`src/rtl/uart_pkg.sv`:
```
// Shared types and constants for the UART transmit-side arbiter.
package uart_pkg;

  localparam int BYTE_W = 8;

  typedef enum logic [1:0] {
    ST_IDLE   = 2'd0,
    ST_LOAD   = 2'd1,
    ST_STROBE = 2'd2,
    ST_DRAIN  = 2'd3
  } state_t;

endpackage

```
`src/rtl/uart_rr_pick.sv`:
```
// Combinational round-robin pick: first set request at or after i_ptr, with wrap.
module uart_rr_pick #(
  parameter int N_REQ = 4
) (
  input  logic [N_REQ-1:0]         i_req,
  input  logic [$clog2(N_REQ)-1:0] i_ptr,
  output logic [N_REQ-1:0]         o_gnt,
  output logic [$clog2(N_REQ)-1:0] o_idx
);
  localparam int IW = $clog2(N_REQ);

  logic w_found;
  int   w_j;

  always_comb begin
    o_gnt   = '0;
    o_idx   = '0;
    w_found = 1'b0;
    w_j     = 0;
    for (int k = 0; k < N_REQ; k++) begin
      w_j = int'(i_ptr) + k;
      if (w_j >= N_REQ) w_j = w_j - N_REQ;
      if (!w_found && i_req[w_j]) begin
        w_found    = 1'b1;
        o_gnt[w_j] = 1'b1;
        o_idx      = IW'(w_j);
      end
    end
  end

endmodule

```
`src/rtl/uart_tx_arb.sv`:
```
// Packet-granular round-robin arbiter feeding a single UART transmitter.
// A grant is held from the first byte of a packet until its last byte drains.
module uart_tx_arb
  import uart_pkg::*;
#(
  parameter int N_REQ   = 4,
  parameter int BUSY_TO = 15
) (
  input  logic                    clk,
  input  logic                    rst,
  input  logic [N_REQ-1:0]        req_valid,
  input  logic [BYTE_W*N_REQ-1:0] req_data,
  input  logic [N_REQ-1:0]        req_last,
  output logic [N_REQ-1:0]        req_ack,
  input  logic                    tx_rdy,
  output logic [BYTE_W-1:0]       din,
  output logic                    din_rdy,
  output logic [N_REQ-1:0]        grant,
  output logic                    busy
);
  localparam int IW = $clog2(N_REQ);
  localparam int TW = $clog2(BUSY_TO + 1);

  state_t            r_state, w_next;
  logic [IW-1:0]     r_gidx, r_rr_ptr, w_pick_idx, w_ptr_nxt;
  logic [N_REQ-1:0]  r_grant, w_pick_gnt;
  logic [TW-1:0]     r_to_cnt;
  logic [BYTE_W-1:0] r_din;
  logic              r_din_rdy, r_last;
  logic              w_start, w_take, w_to_hit;

  uart_rr_pick #(.N_REQ(N_REQ)) u_pick (
    .i_req (req_valid),
    .i_ptr (r_rr_ptr),
    .o_gnt (w_pick_gnt),
    .o_idx (w_pick_idx)
  );

  assign w_start   = (|req_valid) && tx_rdy;
  assign w_take    = req_valid[r_gidx];
  assign w_to_hit  = (r_to_cnt == TW'(BUSY_TO - 1));
  assign w_ptr_nxt = (r_gidx == IW'(N_REQ - 1)) ? '0 : r_gidx + 1'b1;

  always_ff @(posedge clk or negedge rst) begin
    if (!rst) r_state <= ST_IDLE;
    else      r_state <= w_next;
  end

  always_comb begin
    w_next = r_state;
    case (r_state)
      ST_IDLE:   if (w_start) w_next = ST_LOAD;
      ST_LOAD:   if (w_take) w_next = ST_STROBE;
      ST_STROBE: if (!tx_rdy || w_to_hit) w_next = ST_DRAIN;
      ST_DRAIN:  if (tx_rdy) w_next = r_last ? ST_IDLE : ST_LOAD;
      default:   w_next = ST_IDLE;
    endcase
  end

  always_comb begin
    req_ack = '0;
    if (r_state == ST_LOAD) req_ack[r_gidx] = req_valid[r_gidx];
    busy = (r_state != ST_IDLE);
  end

  // din_rdy is a single-cycle pulse on STROBE entry even if STROBE lasts longer.
  always_ff @(posedge clk or negedge rst) begin
    if (!rst) begin
      r_gidx    <= '0;
      r_grant   <= '0;
      r_rr_ptr  <= '0;
      r_to_cnt  <= '0;
      r_din     <= '0;
      r_din_rdy <= 1'b0;
      r_last    <= 1'b0;
    end else begin
      r_din_rdy <= 1'b0;
      case (r_state)
        ST_IDLE: if (w_start) begin
          r_gidx  <= w_pick_idx;
          r_grant <= w_pick_gnt;
        end
        ST_LOAD: begin
          r_to_cnt <= '0;
          if (w_take) begin
            r_din     <= req_data[BYTE_W*r_gidx +: BYTE_W];
            r_last    <= req_last[r_gidx];
            r_din_rdy <= 1'b1;
          end
        end
        ST_STROBE: r_to_cnt <= (w_next == ST_STROBE) ? r_to_cnt + 1'b1 : '0;
        ST_DRAIN: if (tx_rdy && r_last) begin
          r_rr_ptr <= w_ptr_nxt;
          r_grant  <= '0;
        end
        default: ;
      endcase
    end
  end

  assign din     = r_din;
  assign din_rdy = r_din_rdy;
  assign grant   = r_grant;

endmodule

```
`config.mk`:
```
export PLATFORM = sky130hd
export DESIGN_NAME = uart_tx_arb
export DESIGN_NICKNAME = d
export VERILOG_FILES = /design/src/rtl/uart_pkg.sv /design/src/rtl/uart_rr_pick.sv /design/src/rtl/uart_tx_arb.sv
export SDC_FILE = /design/constraint.sdc
export NUM_CORES = 1
export LEC_CHECK = 0
export CORE_MARGIN = 2
export CORE_UTILIZATION = 25
export CTS_CLUSTER_DIAMETER = 30
export DETAILED_ROUTE_END_ITERATION = 8
export SLEW_MARGIN = 5
export SYNTH_ARGS = -nofsm -noshare
export SYNTH_HDL_FRONTEND = slang
export SYNTH_HIERARCHICAL = 1
export SYNTH_SLANG_ARGS = --single-unit
```
`constraint.sdc`:
```
create_clock -name clk -period 4.2 [get_ports clk]
set_input_delay 1.26 -clock clk [delete_from_list [all_inputs] [get_ports clk]]
set_output_delay 1.26 -clock clk [all_outputs]
set_load 0.02 [all_outputs]
```
==> reports/summary.json <==
{
  "logic_synthesis": {
    "ys.warnings.count": 6,
    "ys_ff_latch": 24,
    "synth_flop_cell": "sky130_fd_sc_hd__dfrtp_1",
    "synth_fp_nets": 232,
    "synthesis.area_per_instance_um2": 11.49,
    "summed_instance_area_of_the_synthesized_netlist_mm2": 0.001966,
    "post_synth_inst_count": 171,
    "synth_async_sr_flop_share_pct": 100.0,
    "synth_cell_type_count": 39,
    "proportion_of_synthesized_chip_area_in_sequential_cells_pct": 30.55,
    "synth_edf_count": 0
  },
  "power_and_ir_drop": {
    "power_density_mw_per_mm2": 587.2,
    "p_leak_nw": 1.131,
    "irDropWorstVdd_uv": 311.0
  },
  "setup_path": {
    "reg2reg_from": "r_rr_ptr[0]",
    "worst-endpoint-arrival_ns": 2.78,
    "critical_path.endpoint_type": "output port",
    "cp_slowest_stage_delay_ns": 0.55,
    "slowest_stage": "sky130_fd_sc_hd__mux4_2",
    "worstPathRequired_ns": 2.94,
    "cp_max_fo": 5,
    "critPathLaunch": "req_valid[3]",
    "timing.critical_path.to": "req_ack[2]",
    "critPathLaunchType": "input port",
    "timing.rr.end": "grant[0]",
    "ff2ff_path_depth": 6,
    "reg2reg_setup_slack_ns": 1.55,
    "worstSetupPathType": "input port to output port",
    "path_cells": "clkdlybuf4s50_1 -> mux4_2 -> and3_1 -> dlygate4sd2_1"
  },
  "placed_design": {
    "gp_congestion": 0.8081,
    "numPlacedInstances": 336,
    "place_ws_ns": -0.05269,
    "quantity_of_i_o_buffers_inserted_on_ports": 60,
    "detailed_place_hpwl_um": 3628
  },
  "clocking": {
    "tritoncts": "built",
    "hold_buffers": 0,
    "cts_num_sinks": 24,
    "cts_buffers": 3,
    "worst_setup_hold_path_clk_slew_ns": 0.09,
    "cts_root_buf": "sky130_fd_sc_hd__clkbuf_8",
    "cts_htree_levels": 1,
    "postcts_resize_cnt": 4,
    "clk_latency_ns": 0.26,
    "cts_buffer_depth": 2,
    "cts_setup_buffers": 0
  },
  "global_route": {
    "grt_start_max_net_pins": 25,
    "groute.usage.overall_pct": 11.42,
    "global_route_wire_length_before_repair_um": 8052,
    "grt_antenna_before_repair": 0,
    "number_of_global_route_vias_before_repair": 1686,
    "grt_overflow": 0
  },
  "routing": {
    "via_count": 1621,
    "detail_route.vias_per_cell": 4.768,
    "first_pass_iters": 4,
    "drt_wl_total_um": 4649,
    "drt_iter0_markers": 102,
    "post_drt_wl_per_cell_um": 13.67,
    "route.antenna.remaining_nets": 0,
    "detail_route.drc_violations": 0
  },
  "timing": {
    "finalMaxSlewViolations": 0,
    "minimum_clock_period_after_layout_ns": 4.040,
    "fin_crit_sh_pct": 96.19,
    "grt_setup_unrepaired": "false",
    "final_setup_skew_ns": 0.001050,
    "setup_viol_count_final": 0,
    "timing.fmax_mhz": 247.5,
    "slew_headroom_pct": 60.49,
    "report.final.hold_viol_count": 0,
    "fin_setup_tns_ns": 0,
    "worstMarginPinSlew_ns": 0.5864,
    "final_critical_path_setup_slack_ns": 0.1600
  },
  "hold_path": {
    "worstHoldPathType": "register to register"
  },
  "floorplan": {
    "die_h_um": 92.67,
    "design.die.area_mm2": 0.008588,
    "io-pin-count": 61,
    "fp.coreArea_mm2": 0.007687,
    "initial_utilization_pct": 25.57,
    "rows": 32,
    "die_width_um": 92.67
  },
  "outcome": {
    "run_status": "finished, final reports clean"
  },
  "final_layout": {
    "finish.net_count": 300,
    "fill_count": 787,
    "drive_above_1_share_pct": 18.07,
    "commonest_non_fill_non_tap_cells_in_the_layout": "sky130_fd_sc_hd__clkdlybuf4s50_1, sky130_fd_sc_hd__dfrtp_1, sky130_fd_sc_hd__ha_1, sky130_fd_sc_hd__mux4_2, sky130_fd_sc_hd__nand2_1",
    "n_antenna_cell": 0,
    "final_common_cell": "sky130_fd_sc_hd__clkdlybuf4s50_1",
    "final_cell_count_no_fill": 340,
    "layout-area-overhead-vs-synth_pct": 40.80
  },
  "run": {
    "timing.max_cap.violations": 0
  }
}
-- cells by family after synthesis --
family | Yosys count | share of synthesized area (%)
muxes | 26 | 23.93
DFF | 24 | 30.55
AOI/OAI and AO/OA | 36 | 15.09
buffers and inverters | 17 | 4.138
and+or+nand+nor | 50 | 14.83
adders and majority gates | 18 | 11.46
-- metrics by stage --
step / cell area, µm² / hold slack [ns] / util, % / total power, mW
2_1_floorplan: 1966 / 0.5088 / - / 1.142
3_3_place_gp: 2718 / 0.4678 / 35.35 / 1.471
3_5_place_dp: 2718 / 0.4760 / 35.35 / 1.480
4_1_cts: 2768 / 0.5009 / 36.00 / 1.643
5_1_grt: 2768 / 0.5224 / 36.00 / 1.752
6_report: 2768 / 0.4953 / 36.00 / 1.625
-- cell type report --
| class | instances | area [µm²] | area share [%] |
|---|---|---|---|
| multi-input combinational | 130 | 1284 | 46.38 |
| clock buffer | 4 | 55.05 | 1.989 |
| sequential | 24 | 600.6 | 21.70 |
| timing repair buffer | 68 | 655.6 | 23.69 |
| tap | 102 | 127.6 | 4.611 |
| inverter | 12 | 45.04 | 1.627 |
-- critical path, delay by kind of cell --
family	cells	cell delay [ns]
buffers and inverters	2	0.73
muxes	1	0.55
and+or+nand+nor	1	0.23
-- cells in the mapped netlist, types with 2 or more instances --
cell type / n / area, µm²
sky130_fd_sc_hd__a221oi_1: 4 / 35.03
sky130_fd_sc_hd__buf_2: 2 / 10.01
sky130_fd_sc_hd__ha_1: 18 / 225.2
sky130_fd_sc_hd__a21oi_1: 2 / 10.01
sky130_fd_sc_hd__mux2_1: 3 / 33.78
sky130_fd_sc_hd__o31ai_1: 3 / 22.52
sky130_fd_sc_hd__nand3_1: 5 / 25.02
sky130_fd_sc_hd__nor2_1: 8 / 30.03
sky130_fd_sc_hd__buf_6: 2 / 22.52
sky130_fd_sc_hd__inv_1: 10 / 37.54
sky130_fd_sc_hd__a221oi_2: 2 / 30.03
sky130_fd_sc_hd__nand3b_1: 3 / 22.52
sky130_fd_sc_hd__nor3_1: 4 / 20.02
sky130_fd_sc_hd__inv_2: 2 / 7.510
sky130_fd_sc_hd__nand2_1: 11 / 41.29
sky130_fd_sc_hd__and3_1: 4 / 25.02
sky130_fd_sc_hd__mux2i_1: 2 / 20.02
sky130_fd_sc_hd__mux4_2: 14 / 315.3
sky130_fd_sc_hd__dfrtp_1: 24 / 600.6
sky130_fd_sc_hd__o21ai_1: 6 / 30.03
sky130_fd_sc_hd__a32o_1: 4 / 40.04
sky130_fd_sc_hd__mux2_4: 6 / 90.09
sky130_fd_sc_hd__o2bb2ai_1: 5 / 43.79
sky130_fd_sc_hd__a31o_1: 4 / 35.03
sky130_fd_sc_hd__nor2b_1: 9 / 56.30
-- sequential cells by signal (all words and copies together) (netlist names) --
name / count
din: 8
grant: 4
r_to_cnt: 4
r_gidx: 2
r_rr_ptr: 2
r_state: 2
din_rdy: 1
r_last: 1
-- how the worst min path moves through the flow --
| stage | from | cells after the start | endpoint | slack [ns] |
|---|---|---|---|---|
| after floorplan | r_to_cnt[3] | 1 | r_to_cnt[3] | 0.51 |
| after global placement | din[7] | 1 | din[7] | 0.47 |
| after detailed placement | din[0] | 1 | din[0] | 0.48 |
| after CTS | din[7] | 1 | din[7] | 0.50 |
| after global routing | din[7] | 1 | din[7] | 0.52 |
| final | din[7] | 1 | din[7] | 0.50 |
-- per-layer routing --
layer  wire, µm  track usage (%)  vias to the layer above
met3        261            3.173                        6
met1       2100            14.79                      784
met5          0                0                        -
met4         60            1.961                        0
li1           -                -                      788
met2       2226            19.34                       43
-- report_power, final --
group / internal, mW / switching, mW
combinational: 0.528 / 0.520
sequential: 0.322 / 0.0960
clock: 0.0837 / 0.0755
(Power assumes the default switching activity.)
